**config.mk**
```make
export PLATFORM = sky130hd
export DESIGN_NAME = rect_fill_flat
export DESIGN_NICKNAME = d
export VERILOG_FILES = /design/src/rtl/rect_pkg.sv /design/src/rtl/rect_fill_if.sv /design/src/rtl/rect_clip.sv /design/src/rtl/rect_fill.sv /design/src/flat_wrapper.sv
export SDC_FILE = /design/constraint.sdc
export NUM_CORES = 1
export LEC_CHECK = 0
export BUFFER_PORTS_ARGS = -buffer_cell sky130_fd_sc_hd__buf_2
export CORE_ASPECT_RATIO = 0.75
export CORE_MARGIN = 10
export CORE_UTILIZATION = 59
export CTS_CLUSTER_SIZE = 8
export DETAILED_ROUTE_END_ITERATION = 6
export PLACE_DENSITY = 0.87
export SLEW_MARGIN = 15
export SYNTH_ARGS = -nofsm -noshare
export SYNTH_HDL_FRONTEND = slang
export SYNTH_HIERARCHICAL = 1
export SYNTH_SLANG_ARGS = --single-unit
```
**constraint.sdc**
```tcl
create_clock -name clk -period 2.9 [get_ports clk]
set_clock_uncertainty 0.05 [all_clocks]
set_input_delay 0.29 -clock clk [delete_from_list [all_inputs] [get_ports clk]]
set_output_delay 0.29 -clock clk [all_outputs]
set_load 0.05 [all_outputs]
```
**src/rtl/rect_pkg.sv**
```systemverilog
// Shared types and constants for the rectangle fill engine.
package rect_pkg;

  typedef enum logic [1:0] {
    StIdle,
    StSetup,
    StDraw,
    StDone
  } state_e;

  localparam logic [1:0] MODE_SOLID   = 2'b00;
  localparam logic [1:0] MODE_ERASE   = 2'b01;
  localparam logic [1:0] MODE_OUTLINE = 2'b10;

  localparam int unsigned SCREEN_W_DEF = 160;
  localparam int unsigned SCREEN_H_DEF = 120;

endpackage

```
**src/rtl/rect_fill_if.sv**
```systemverilog
// Request/pixel bundle between a plotting client and the rectangle fill engine.
interface rect_fill_if #(
  parameter int unsigned X_W = 8,
  parameter int unsigned Y_W = 7,
  parameter int unsigned C_W = 3
) ();
  logic           start;
  logic [X_W-1:0] x0;
  logic [Y_W-1:0] y0;
  logic [X_W-1:0] w;
  logic [Y_W-1:0] h;
  logic [C_W-1:0] color;
  logic [1:0]     mode;
  logic           pause;
  logic [X_W-1:0] x_out;
  logic [Y_W-1:0] y_out;
  logic [C_W-1:0] c_out;
  logic           plot;
  logic           busy;
  logic           done;

  modport master (
    output start, x0, y0, w, h, color, mode, pause,
    input  x_out, y_out, c_out, plot, busy, done
  );

  modport slave (
    input  start, x0, y0, w, h, color, mode, pause,
    output x_out, y_out, c_out, plot, busy, done
  );
endinterface

```
**src/rtl/rect_clip.sv**
```systemverilog
// Combinational clipping of a requested rectangle against the visible screen.
module rect_clip #(
  parameter int unsigned SCREEN_W = 160,
  parameter int unsigned SCREEN_H = 120,
  parameter int unsigned X_W      = 8,
  parameter int unsigned Y_W      = 7
) (
  input  logic [X_W-1:0] x0_i,
  input  logic [X_W-1:0] w_i,
  input  logic [Y_W-1:0] y0_i,
  input  logic [Y_W-1:0] h_i,
  output logic [X_W-1:0] xs_o,
  output logic [X_W-1:0] xe_o,
  output logic [Y_W-1:0] ys_o,
  output logic [Y_W-1:0] ye_o,
  output logic           empty_o
);
  localparam logic [X_W:0] XLast = (X_W+1)'(SCREEN_W - 1);
  localparam logic [Y_W:0] YLast = (Y_W+1)'(SCREEN_H - 1);

  // One extra bit so x0+w-1 never wraps before the clamp.
  logic [X_W:0] x_end;
  logic [Y_W:0] y_end;

  assign x_end = {1'b0, x0_i} + {1'b0, w_i} - (X_W+1)'(1);
  assign y_end = {1'b0, y0_i} + {1'b0, h_i} - (Y_W+1)'(1);

  assign xs_o = x0_i;
  assign ys_o = y0_i;
  assign xe_o = (x_end > XLast) ? XLast[X_W-1:0] : x_end[X_W-1:0];
  assign ye_o = (y_end > YLast) ? YLast[Y_W-1:0] : y_end[Y_W-1:0];

  assign empty_o = (w_i == '0) || (h_i == '0) ||
                   ({1'b0, x0_i} > XLast) || ({1'b0, y0_i} > YLast);
endmodule

```
**src/rtl/rect_fill.sv**
```systemverilog
// Rectangle fill engine: clips a request, then walks it row-major emitting one pixel per cycle.
module rect_fill
  import rect_pkg::*;
#(
  parameter int unsigned SCREEN_W = SCREEN_W_DEF,
  parameter int unsigned SCREEN_H = SCREEN_H_DEF,
  parameter int unsigned X_W      = 8,
  parameter int unsigned Y_W      = 7,
  parameter int unsigned C_W      = 3
) (
  input logic        clk,
  input logic        reset,
  rect_fill_if.slave bus
);
  state_e         state_q, state_d;
  logic [X_W-1:0] x0_q, x0_d, w_q, w_d;
  logic [Y_W-1:0] y0_q, y0_d, h_q, h_d;
  logic [C_W-1:0] c_q, c_d;
  logic           outline_q, outline_d;
  logic [X_W-1:0] xs_q, xs_d, xe_q, xe_d, cur_x_q, cur_x_d;
  logic [Y_W-1:0] ys_q, ys_d, ye_q, ye_d, cur_y_q, cur_y_d;

  logic [X_W-1:0] clip_xs, clip_xe;
  logic [Y_W-1:0] clip_ys, clip_ye;
  logic           clip_empty;

  rect_clip #(
    .SCREEN_W(SCREEN_W),
    .SCREEN_H(SCREEN_H),
    .X_W     (X_W),
    .Y_W     (Y_W)
  ) u_clip (
    .x0_i   (x0_q),
    .w_i    (w_q),
    .y0_i   (y0_q),
    .h_i    (h_q),
    .xs_o   (clip_xs),
    .xe_o   (clip_xe),
    .ys_o   (clip_ys),
    .ye_o   (clip_ye),
    .empty_o(clip_empty)
  );

  always_comb begin
    state_d   = state_q;
    x0_d      = x0_q;
    y0_d      = y0_q;
    w_d       = w_q;
    h_d       = h_q;
    c_d       = c_q;
    outline_d = outline_q;
    xs_d      = xs_q;
    xe_d      = xe_q;
    ys_d      = ys_q;
    ye_d      = ye_q;
    cur_x_d   = cur_x_q;
    cur_y_d   = cur_y_q;
    unique case (state_q)
      StIdle: begin
        if (bus.start) begin
          x0_d      = bus.x0;
          y0_d      = bus.y0;
          w_d       = bus.w;
          h_d       = bus.h;
          c_d       = (bus.mode == MODE_ERASE) ? '0 : bus.color;
          outline_d = (bus.mode == MODE_OUTLINE);
          state_d   = StSetup;
        end
      end
      StSetup: begin
        if (clip_empty) begin
          state_d = StDone;
        end else begin
          xs_d    = clip_xs;
          xe_d    = clip_xe;
          ys_d    = clip_ys;
          ye_d    = clip_ye;
          cur_x_d = clip_xs;
          cur_y_d = clip_ys;
          state_d = StDraw;
        end
      end
      StDraw: begin
        if (!bus.pause) begin
          if (cur_x_q == xe_q) begin
            if (cur_y_q == ye_q) begin
              state_d = StDone;
            end else begin
              cur_x_d = xs_q;
              cur_y_d = cur_y_q + Y_W'(1);
            end
          end else if (outline_q && (cur_y_q != ys_q) && (cur_y_q != ye_q)) begin
            // Interior outline row: skip straight from the left edge to the right edge.
            cur_x_d = xe_q;
          end else begin
            cur_x_d = cur_x_q + X_W'(1);
          end
        end
      end
      StDone:  state_d = StIdle;
      default: state_d = StIdle;
    endcase
  end

  always_ff @(posedge clk) begin
    if (!reset) begin
      state_q   <= StIdle;
      x0_q      <= '0;
      y0_q      <= '0;
      w_q       <= '0;
      h_q       <= '0;
      c_q       <= '0;
      outline_q <= 1'b0;
      xs_q      <= '0;
      xe_q      <= '0;
      ys_q      <= '0;
      ye_q      <= '0;
      cur_x_q   <= '0;
      cur_y_q   <= '0;
    end else begin
      state_q   <= state_d;
      x0_q      <= x0_d;
      y0_q      <= y0_d;
      w_q       <= w_d;
      h_q       <= h_d;
      c_q       <= c_d;
      outline_q <= outline_d;
      xs_q      <= xs_d;
      xe_q      <= xe_d;
      ys_q      <= ys_d;
      ye_q      <= ye_d;
      cur_x_q   <= cur_x_d;
      cur_y_q   <= cur_y_d;
    end
  end

  assign bus.x_out = cur_x_q;
  assign bus.y_out = cur_y_q;
  assign bus.c_out = c_q;
  assign bus.plot  = (state_q == StDraw) && !bus.pause;
  assign bus.busy  = (state_q == StSetup) || (state_q == StDraw);
  assign bus.done  = (state_q == StDone);
endmodule

```
**src/flat_wrapper.sv**
```systemverilog
// flat-port wrapper written by rule: the top's interface ports become plain ports
module rect_fill_flat import rect_pkg::*;
#(
  parameter int unsigned SCREEN_W = SCREEN_W_DEF,
  parameter int unsigned SCREEN_H = SCREEN_H_DEF,
  parameter int unsigned X_W      = 8,
  parameter int unsigned Y_W      = 7,
  parameter int unsigned C_W      = 3
)
  (clk, reset, bus_start, bus_x0, bus_y0, bus_w, bus_h, bus_color, bus_mode, bus_pause, bus_x_out, bus_y_out, bus_c_out, bus_plot, bus_busy, bus_done);
  rect_fill_if #(.X_W(X_W), .Y_W(Y_W), .C_W(C_W)) bus_i ();
  input logic clk;
  input logic reset;
  input wire logic [$bits(bus_i.start)-1:0] bus_start;
  input wire logic [$bits(bus_i.x0)-1:0] bus_x0;
  input wire logic [$bits(bus_i.y0)-1:0] bus_y0;
  input wire logic [$bits(bus_i.w)-1:0] bus_w;
  input wire logic [$bits(bus_i.h)-1:0] bus_h;
  input wire logic [$bits(bus_i.color)-1:0] bus_color;
  input wire logic [$bits(bus_i.mode)-1:0] bus_mode;
  input wire logic [$bits(bus_i.pause)-1:0] bus_pause;
  output wire logic [$bits(bus_i.x_out)-1:0] bus_x_out;
  output wire logic [$bits(bus_i.y_out)-1:0] bus_y_out;
  output wire logic [$bits(bus_i.c_out)-1:0] bus_c_out;
  output wire logic [$bits(bus_i.plot)-1:0] bus_plot;
  output wire logic [$bits(bus_i.busy)-1:0] bus_busy;
  output wire logic [$bits(bus_i.done)-1:0] bus_done;
  assign bus_i.start = bus_start;
  assign bus_i.x0 = bus_x0;
  assign bus_i.y0 = bus_y0;
  assign bus_i.w = bus_w;
  assign bus_i.h = bus_h;
  assign bus_i.color = bus_color;
  assign bus_i.mode = bus_mode;
  assign bus_i.pause = bus_pause;
  assign bus_x_out = bus_i.x_out;
  assign bus_y_out = bus_i.y_out;
  assign bus_c_out = bus_i.c_out;
  assign bus_plot = bus_i.plot;
  assign bus_busy = bus_i.busy;
  assign bus_done = bus_i.done;
  rect_fill #(.SCREEN_W(SCREEN_W), .SCREEN_H(SCREEN_H), .X_W(X_W), .Y_W(Y_W), .C_W(C_W)) u_core (.clk(clk), .reset(reset), .bus(bus_i));
endmodule
```
==> results of run 1 <==
==> synthesized netlist by cell type (6+ instances only) <==
| cell | instances |
|---|---|
| a21oi_1 | 76 |
| a22oi_1 | 7 |
| a31oi_1 | 6 |
| and2_1 | 7 |
| buf_4 | 16 |
| clkbuf_1 | 23 |
| dfxtp_1 | 81 |
| ha_1 | 35 |
| inv_1 | 70 |
| nand2_1 | 153 |
| nand3_1 | 10 |
| nand4_1 | 8 |
| nor2_1 | 15 |
| nor3_1 | 10 |
| nor4_1 | 7 |
| o21ai_0 | 11 |
| o31ai_1 | 6 |
| or2_2 | 6 |
| xnor2_1 | 15 |
| xor2_1 | 18 |
==> state kept, by name, summed over array words and instances, names as in the netlist <==
name              flops
u_core/bus.x_out      8
u_core/w_q            8
u_core/x0_q           8
u_core/xe_q           8
u_core/xs_q           8
u_core/bus.y_out      7
u_core/h_q            7
u_core/y0_q           7
u_core/ye_q           7
u_core/ys_q           7
u_core/bus.c_out      3
u_core/state_q        2
u_core/outline_q      1
==> layer usage <==
metal,track usage [%],vias up
li1,-,2359
met4,4.66,0
met5,0,-
met2,30.6,200
met3,6.89,20
met1,28.4,2219
==> what timing repair did <==
action                     4_1_cts  5_1_grt
gates resized for setup          0       17
buffers inserted                 0        4
setup endpoints to repair        2        5
pin swaps                        1        5
cloned                           0        0
==> power by group <==
part	total [mW]	internal, mW	leakage, nW	switching [mW]
registers	1.55	1.32	0.661	0.231
clock network	1.13	0.688	0.144	0.442
logic	3.65	1.34	1.66	2.31
==> cell families after synthesis <==
logic type,count (synthesis)
flops,81
fa+ha+maj,37
mux,3
simple gates,244
xor+xnor,35
compound gates,157
buf+inv,115
==> metrics by stage <==
step	power, mW	setup TNS (ps)
2_1_floorplan	4.28	0
3_3_place_gp	4.82	0
3_5_place_dp	4.95	0
4_1_cts	6.11	0
5_1_grt	6.79	-191
6_report	6.33	0
==> worst min-delay path, cell delays in order <==
cell and delay (ps):
buf_2 90, nand2_1 40, a21oi_1 50
==> final cells by class <==
| class | count | area (sq um) |
|---|---|---|
| Timing Repair Buffer | 76 | 423 |
| Clock buffer | 13 | 250 |
| Multi-Input combinational cell | 476 | 3050 |
| Fill cell | 701 | 2660 |
| Sequential cell | 81 | 1630 |
| Inverter | 71 | 267 |
| Tap cell | 108 | 135 |
| Clock inverter | 3 | 40.0 |
==> worst max path at each step <==
stage	end	cells after the start	from
floorplan	u_core/bus.x_out[2]	7	u_core/state_q[0]
global placement	u_core/xe_q[3]	13	u_core/w_q[1]
detailed placement	u_core/xe_q[4]	13	u_core/w_q[1]
CTS	u_core/xe_q[4]	13	u_core/w_q[1]
global route	u_core/xe_q[4]	14	u_core/w_q[1]
finish	u_core/xe_q[4]	14	u_core/x0_q[1]
==> impl_metrics.csv, run 1 <==
group,metric,value,unit
logic_synthesis,synth_top_cell_area_share,31.6,%
worst_setup_path,crit_top_cell,"inv_1",
sta,timing.final.crit_period,2840,ps
sta,finalWorstSetupSlack,57.0,ps
place,dp.cells,808,
global_route,grtUsageTotal,20.7,%
die,ioPinCount,60,
die,rows,29,
logic_synthesis,synth_area_per_cell,7.64,sq um
global_route,grt_antenna_before_repair,0,
place,place_worst_setup_slack,22.6,ps
worst_setup_path,r2r_start,"u_core/x0_q[1]",
cts,cts_tree,"yes",
routing,drc,0,
logic_synthesis,synth-xor-area-share,6.26,%
sta,slew_viol_final,0,
worst_setup_path,critical-path-max-stage-delay,400,ps
die,start_util,60.8,%
logic_synthesis,muxShareOfSynthArea,0.585,%
logic_synthesis,synth_ff_type,"dfxtp_1",
finish,design_area,5790,sq um
run_status,status,"completed",
finish,diodes,0,
logic_synthesis,synth_edf_count,0,
global_route,grt_max_degree,72,
worst_setup_path,cpMaxStageDelayCell,"fa_2",
worst_setup_path,reg2reg_to,"u_core/xe_q[4]",
routing,firstDrtPassIters,5,
min_path,hold-path-cell-count,3,
cts,path_clk_slew,60,ps
worst_setup_path,crit_fanout,5,
logic_synthesis,yosys.area_share.simple,21.8,%
finish,area_growth,12.8,%
routing,routed-wl-met2,5820,microns
sta,hold_viol,0,
sta,worst_slew_margin_rel,50.2,%
worst_setup_path,reg2reg_depth,14,
logic_synthesis,synth_cells,672,
place,place_hpwl,9750,microns
sta,setup_violations,0,
worst_setup_path,crit_buf_inv,4,
logic_synthesis,synth.area.top_cells,"dfxtp_1, nand2_1, ha_1",
min_path,hp-class,"input port to flop",
die,die_h,101,microns
logic_synthesis,synth_area,5140,sq um
logic_synthesis,ys_types,65,
min_path,holdCritStartpoint,"bus_h[1]",
global_route,grt_remaining_overflow,0,
worst_setup_path,reg2reg_slack,60,ps
finish,instances_no_fill,828,
cts,cts-root-buf,"clkbuf_16",
sta,max_clock_freq,0.352,GHz
finish,drive_above_1_share,17.4,%
die,chipWidth,128,microns
routing,routedWlPerCell,16.3,microns
logic_synthesis,netlist.top_cell.by_area,"dfxtp_1",
power_and_ir_drop,ir_worst_vdd,691,uV
min_path,min_to,"u_core/h_q[1]",
sta,holdWs,136,ps
finish,layout_common_cells,"nand2_1, dfxtp_1, a21oi_1",
routing,wl_met1,6300,microns
routing,num_vias,4798,
finish,fin_util,68.5,%
worst_setup_path,critPathArrivalTime,2990,ps
logic_synthesis,synth_compound_area_share,20.4,%
routing,routed.top_layer,"met4",
sta,grt_setup_unrepaired,"true",
worst_setup_path,critPathLaunchType,"flop",
global_route,grt_pass1_vias,4568,
logic_synthesis,synth_async_sr_flop_share,0,%
job,maxCapViolCount,0,
place,portBuffers,59,
logic_synthesis,yosysWarnings,6,
place,place_area,5420,sq um
cts,clock-sinks,81,
cts,cts_max_level,3,
die,design.die.area,12900,sq um
routing,drtAntennaViolNets,0,
sta,worst_slew_pin_slew,747,ps
finish,final_common_cell,"nand2_1",
power_and_ir_drop,power_leakage,2.47,nW
worst_setup_path,crit_path_end_kind,"flop",
logic_synthesis,synth_adder_area_share,9.30,%
cts,cts_hold_buf,0,
logic_synthesis,synth_nets,748,
global_route,grt_pass1_wl,22000,microns
worst_setup_path,critical-path-top-delay-family,"compound AO/OA/AOI/OAI gates",
cts,clock_latency,340,ps
die,core,8450,sq um
logic_synthesis,ys_ff_latch,81,
power_and_ir_drop,p_per_area,1090,nW/um^2
logic_synthesis,synth_top_family_by_area,"simple AND/OR/NAND/NOR gates",
routing,avgViaCountPerCell,5.79,
worst_setup_path,crit_chain,"inv_1, ha_1, inv_1, ha_2, inv_2, fa_2, nand2b_4, a211oi_4, o211ai_1, a211oi_2, buf_4, o311ai_2, nand2_1, a21oi_2",
sta,period_share,98.0,%
worst_setup_path,path_class,"flop to flop",
routing,first_iter_violations,481,
place,gp_congestion,0.919,
routing,wirelength,13500,microns
routing,wl_met3,1170,microns
cts,cts_buffers,9,
finish,layout.nets,791,
worst_setup_path,crit_required,3050,ps
logic_synthesis,yosysSeqAreaShare,31.6,%
cts,cts_buffer_depth,2,
(Power assumes the default switching activity.)
==> run 2: changes to the inputs <==
--- a/config.mk
+++ b/config.mk
@@ -11,7 +11,9 @@
 export CORE_UTILIZATION = 59
 export CTS_CLUSTER_SIZE = 8
 export DETAILED_ROUTE_END_ITERATION = 6
+export MAX_ROUTING_LAYER = met4
 export PLACE_DENSITY = 0.87
+export SETUP_SLACK_MARGIN = 0.3
 export SLEW_MARGIN = 15
 export SYNTH_ARGS = -nofsm -noshare
 export SYNTH_HDL_FRONTEND = slang
==> run 2 against run 1 <==
Effect of this change:
- worst hold slack better by 3.9 ps
- sequential power barely moved
- setup slack better by 250 ps
==> impl_metrics.csv, run 2 (synthesized netlist as in run 1, its figures left out) <==
group,metric,value,unit
global_route,grt_antenna_before_repair,0,
worst_setup_path,critical-path-max-stage-delay,360,ps
sta,worst_slew_pin_slew,574,ps
finish,area_growth,16.2,%
cts,clock_latency,330,ps
die,rows,29,
routing,drc,0,
power_and_ir_drop,ir_worst_vdd,802,uV
cts,cts_buffer_depth,2,
cts,clock-sinks,81,
cts,cts_hold_buf,0,
power_and_ir_drop,power_frac_comb,59.3,%
routing,drtAntennaViolNets,0,
finish,diodes,0,
global_route,grt_pass1_vias,4662,
routing,avgViaCountPerCell,5.91,
sta,setup_tns,0,ps
cts,cts_tree,"yes",
routing,wirelength,13700,microns
power_and_ir_drop,p_sw,3.16,mW
die,core,8450,sq um
place,portBuffers,59,
routing,num_vias,4923,
place,place_hpwl,9770,microns
sta,period_share,89.4,%
sta,grt_setup_unrepaired,"true",
global_route,met3_usage,4.47,%
power_and_ir_drop,power_leakage,2.52,nW
sta,max_clock_freq,0.386,GHz
power_and_ir_drop,seq_power_share,22.9,%
cts,cts_buffers,9,
sta,worst_slew_margin_rel,61.6,%
worst_setup_path,path_class,"flop to flop",
worst_setup_path,critPathArrivalTime,2800,ps
global_route,use_met1,28.9,%
cts,cts-root-buf,"clkbuf_16",
global_route,grt_max_degree,57,
sta,slew_viol_final,0,
power_and_ir_drop,intPower,3.55,mW
finish,fillCellCount,650,
routing,firstDrtPassIters,6,
worst_setup_path,crit_required,3110,ps
finish,layout_common_cells,"nand2_1, dfxtp_1, a21oi_1",
die,ioPinCount,60,
die,chipWidth,128,microns
finish,design_area,5970,sq um
global_route,grt_pass1_wl,22200,microns
routing,routedWlPerCell,16.5,microns
worst_setup_path,crit_chain,"inv_2, ha_4, inv_4, ha_4, inv_2, fa_2, nand2b_4, a211oi_4, or4_4, o311ai_4, o311ai_2, nand2_1, a21oi_1",
worst_setup_path,crit_fanout,8,
cts,path_clk_slew,60,ps
sta,setup_violations,0,
die,die_h,101,microns
global_route,top_usage_layer,"met2",
sta,holdWs,140,ps
finish,final_common_cell,"nand2_1",
finish,layout.nets,797,
finish,drive_above_1_share,21.5,%
run_status,status,"completed",
worst_setup_path,critical-path-top-delay-family,"compound AO/OA/AOI/OAI gates",
worst_setup_path,cpMaxStageDelayCell,"fa_2",
die,start_util,60.8,%
sta,hold_viol,0,
global_route,use_met2,30.9,%
power_and_ir_drop,swShare,47.0,%
die,design.die.area,12900,sq um
worst_setup_path,critPathLaunchType,"flop",
power_and_ir_drop,power,6.71,mW
place,gp_congestion,0.936,
power_and_ir_drop,p_per_area,1120,nW/um^2
cts,cts_max_level,3,
sta,timing.final.crit_period,2590,ps
job,maxCapViolCount,0,
min_path,hp-class,"input port to flop",
routing,first_iter_violations,545,
worst_setup_path,crit_path_end_kind,"flop",
place,place_area,5430,sq um
global_route,grtUsageTotal,21.2,%
worst_setup_path,crit_buf_inv,3,
global_route,grt_remaining_overflow,0,
power_and_ir_drop,clockPowerShare,17.7,%
-- run 2: cell types whose count changed in the layout (fill, tap and decap cells not counted), sizes merged --
| cell | change |
|---|---|
| clkbuf | -3 |
| buf | +6 |
| bufinv | +1 |
| clkinvlp | +1 |
-- run 2: tightest hold or removal path, stage by stage --
cell	delay, ps
buf_2	90
nand2_1	40
a21oi_1	50
-- run 2: power groups by stage --
| stage | sequential (mW) | combinational (mW) | clock [mW] |
|---|---|---|---|
| after floorplan | 1.61 | 2.67 | 0 |
| after global placement | 1.54 | 3.33 | 0 |
| after CTS | 1.53 | 3.64 | 1.20 |
| final | 1.54 | 3.98 | 1.19 |
| after detailed placement | 1.55 | 3.40 | 0 |
| after global routing | 1.56 | 4.33 | 1.25 |
-- run 2: routing by layer --
layer	wire length [microns]	vias to the layer above
met3	1100	26
met1	6450	2283
met2	5960	238
met5	0	-
met4	220	0
li1	-	2376
-- run 2: what timing repair did --
item | 4_1_cts | 5_1_grt
resized for setup | 22 | 24
setup endpoints to repair | 14 | 25
setup buffers | 7 | 2
pin swaps | 10 | 13
-- run 2: final timing paths --
kind / from / endpoint / slack, ps / cells past startpoint
worst max-delay path: u_core/w_q[1] / u_core/xe_q[4] / 310 / 13
worst min register to register: u_core/h_q[6] / u_core/h_q[6] / 410 / 2
worst min-delay path: bus_x0[3] / u_core/x0_q[3] / 140 / 3
worst max register to register: u_core/w_q[1] / u_core/xe_q[4] / 310 / 13
-- run 2: final cells by class --
type                       count  area (sq um)  area share [%]
multi-input combinational    476          3160            52.8
sequential                    81          1630            27.3
timing repair buffer          82           468            7.84
inverter                      71           269            4.51
clock buffer                  10           229            3.83
tap                          108           135            2.26
clock inverter                 5          81.3            1.36
-- run 2: through the flow --
stage	util, %	instances	worst slack, ps
floorplan	-	672	316
global placement	64.2	809	142
detailed placement	64.2	809	54.0
CTS	69.4	831	301
global route	70.6	833	206
finish	70.6	833	307
==> run 3: changes to the inputs <==
--- a/config.mk
+++ b/config.mk
@@ -8,11 +8,11 @@
 export BUFFER_PORTS_ARGS = -buffer_cell sky130_fd_sc_hd__buf_2
 export CORE_ASPECT_RATIO = 0.75
 export CORE_MARGIN = 10
-export CORE_UTILIZATION = 59
+export CORE_UTILIZATION = 64
 export CTS_CLUSTER_SIZE = 8
 export DETAILED_ROUTE_END_ITERATION = 6
 export MAX_ROUTING_LAYER = met4
-export PLACE_DENSITY = 0.87
+export PLACE_DENSITY = 0.92
 export SETUP_SLACK_MARGIN = 0.3
 export SLEW_MARGIN = 15
 export SYNTH_ARGS = -nofsm -noshare
==> constraint.sdc (replaced) <==
create_clock -name clk -period 3.1 [get_ports clk]
set_clock_uncertainty 0.05 [all_clocks]
set_input_delay 0.31 -clock clk [delete_from_list [all_inputs] [get_ports clk]]
set_output_delay 0.31 -clock clk [all_outputs]
set_load 0.05 [all_outputs]
==> run 3 against run 2 <==
Effect of this change:
- clock power fell by 21%
- worst hold slack got worse by 3.1 ps
- first-iteration DRC count shrank 8.1%
- combinational power down 14%
- cell count shrank 0.96%
- core utilization grew 2.9 points
- power fell by 13%
- non-clock buffer count shrank 6
- sequential power is 5% lower
- sequential share of layout area is 0.92 points higher
- count of clock-buffer cells in the layout up 1
- sequential cell count unchanged
==> impl_metrics.csv, run 3 (synthesized netlist as in run 1, its figures left out) <==
group,metric,value,unit
power_and_ir_drop,power_leakage,2.45,nW
power_and_ir_drop,power,5.84,mW
sta,hold_viol,0,
cts,cts_buffers,9,
cts,cts-root-buf,"clkbuf_8",
place,gp_congestion,0.959,
worst_setup_path,crit_path_end_kind,"flop",
run_status,status,"completed",
place,place_worst_setup_slack,199,ps
worst_setup_path,crit_fanout,5,
job,maxCapViolCount,0,
worst_setup_path,crit_top_cell,"inv_1",
die,start_util,65.5,%
finish,fin_util,73.5,%
finish,fillCellCount,601,
finish,layout.nets,791,
sta,timing.final.crit_period,2690,ps
global_route,grt_pass1_wl,22300,microns
routing,drc,0,
cts,cts_tree,"yes",
sta,finalWorstSetupSlack,411,ps
finish,layout_common_cells,"nand2_1, a21oi_1, dfxtp_1",
finish,diodes,0,
cts,cts_max_level,3,
worst_setup_path,cpMaxStageDelayCell,"fa_2",
worst_setup_path,path_class,"flop to flop",
cts,path_clk_slew,80,ps
routing,routedWlPerCell,16.5,microns
power_and_ir_drop,p_per_area,1010,nW/um^2
power_and_ir_drop,seq_power_share,25.0,%
cts,cts_buffer_depth,2,
place,dp.cells,802,
worst_setup_path,crit_chain,"inv_1, ha_2, inv_1, ha_4, inv_2, fa_2, nand2b_4, a211oi_4, o211ai_1, a211oi_2, buf_4, o311ai_1, nand2_1, a21oi_1",
die,ioPinCount,60,
global_route,grt_remaining_overflow,0,
routing,drtAntennaViolNets,0,
power_and_ir_drop,power_frac_comb,59.0,%
sta,period_share,86.8,%
power_and_ir_drop,intPower,3.07,mW
place,place_hpwl,9920,microns
power_and_ir_drop,p_sw,2.77,mW
finish,final_common_cell,"nand2_1",
sta,setup_violations,0,
finish,area_growth,12.3,%
die,chipWidth,123,microns
power_and_ir_drop,clockPowerShare,16.0,%
sta,max_clock_freq,0.372,GHz
power_and_ir_drop,swShare,47.4,%
worst_setup_path,critPathLaunchType,"flop",
die,core,7850,sq um
die,rows,28,
place,portBuffers,59,
routing,firstDrtPassIters,7,
routing,wirelength,13600,microns
worst_setup_path,crit_required,3260,ps
sta,setup_tns,0,ps
global_route,grt_antenna_before_repair,0,
sta,worst_slew_pin_slew,665,ps
worst_setup_path,critical-path-max-stage-delay,390,ps
global_route,grtUsageTotal,22.8,%
die,design.die.area,12000,sq um
cts,clock-sinks,81,
finish,drive_above_1_share,18.8,%
min_path,hp-class,"input port to flop",
worst_setup_path,critPathArrivalTime,2850,ps
die,die_h,97.6,microns
finish,instances_no_fill,825,
global_route,grt_pass1_vias,4621,
global_route,grt_max_degree,58,
power_and_ir_drop,ir_worst_vdd,550,uV
sta,grt_setup_unrepaired,"false",
sta,slew_viol_final,0,
cts,clock_latency,350,ps
routing,avgViaCountPerCell,5.86,
routing,first_iter_violations,501,
routing,num_vias,4834,
sta,worst_slew_margin_rel,55.6,%
## run 3: cell count changes in the layout (fill, tap and decap cells not counted), moves of 2 or more
cell	before	now
ha_2	3	1
inv_1	64	66
clkbuf_16	9	0
buf_4	23	17
ha_1	30	32
clkbuf_8	0	10
a21oi_1	71	75
a21oi_2	4	1
## run 3: through the flow
stage | hold WS (ps) | area, sq um
floorplan | 386 | 5140
global placement | 395 | 5390
detailed placement | 399 | 5390
CTS | 132 | 5660
global route | 140 | 5770
finish | 137 | 5770
## run 3: metal layers
layer  GRT usage (%)  routed length [microns]  vias up  part of all wire (%)
li1                -                        -     2352                     -
met3            5.23                     1260       15                   9.3
met1            31.2                     6200     2227                    46
met4            5.27                      119        0                  0.88
met2            33.2                     6010      240                    44
met5               -                        0        -                     0
## run 3: critical path: cells and delay by family, from the launching register on
kind	cells	cell delay, ps
AO/OA/AOI/OAI	5	860
adder cells (fa/ha/maj)	3	700
buffers and inverters	4	360
flip-flops	1	360
AND/OR/NAND/NOR	2	240
## run 3: area by class of cell
class / instances / area [sq um] / area share (%)
Multi-Input combinational cell: 476 / 3070 / 53.3
Clock buffer: 11 / 141 / 2.45
Tap cell: 105 / 131 / 2.28
Timing Repair Buffer: 76 / 423 / 7.33
Sequential cell: 81 / 1630 / 28.3
Inverter: 71 / 267 / 4.62
Clock inverter: 5 / 103 / 1.78
## run 3: path summary, 6_finish.rpt
check                                 endpoint  cells after the start  slack, ps      startpoint
worst max-delay path            u_core/xe_q[4]                     14        410  u_core/x0_q[0]
worst min-delay path            u_core/x0_q[3]                      3        140       bus_x0[3]
worst max register to register  u_core/xe_q[4]                     14        410  u_core/x0_q[0]
worst min register to register  u_core/xs_q[5]                      2        410  u_core/xs_q[5]
## run 3: power by group through the flow
| stage | Combinational (mW) | Clock, mW | Sequential, mW |
|---|---|---|---|
| floorplan | 2.50 | 0 | 1.50 |
| global route | 3.79 | 0.988 | 1.48 |
| finish | 3.44 | 0.935 | 1.46 |
| CTS | 3.24 | 0.943 | 1.45 |
| global placement | 3.06 | 0 | 1.46 |
| detailed placement | 3.17 | 0 | 1.47 |
## run 3: what timing repair did
action                                  4_1_cts  5_1_grt
endpoints found under the setup margin        5       14
buffers inserted                              1        6
resized for setup                             5       21
hold buffers                                  0        0
pin swaps                                     4        8
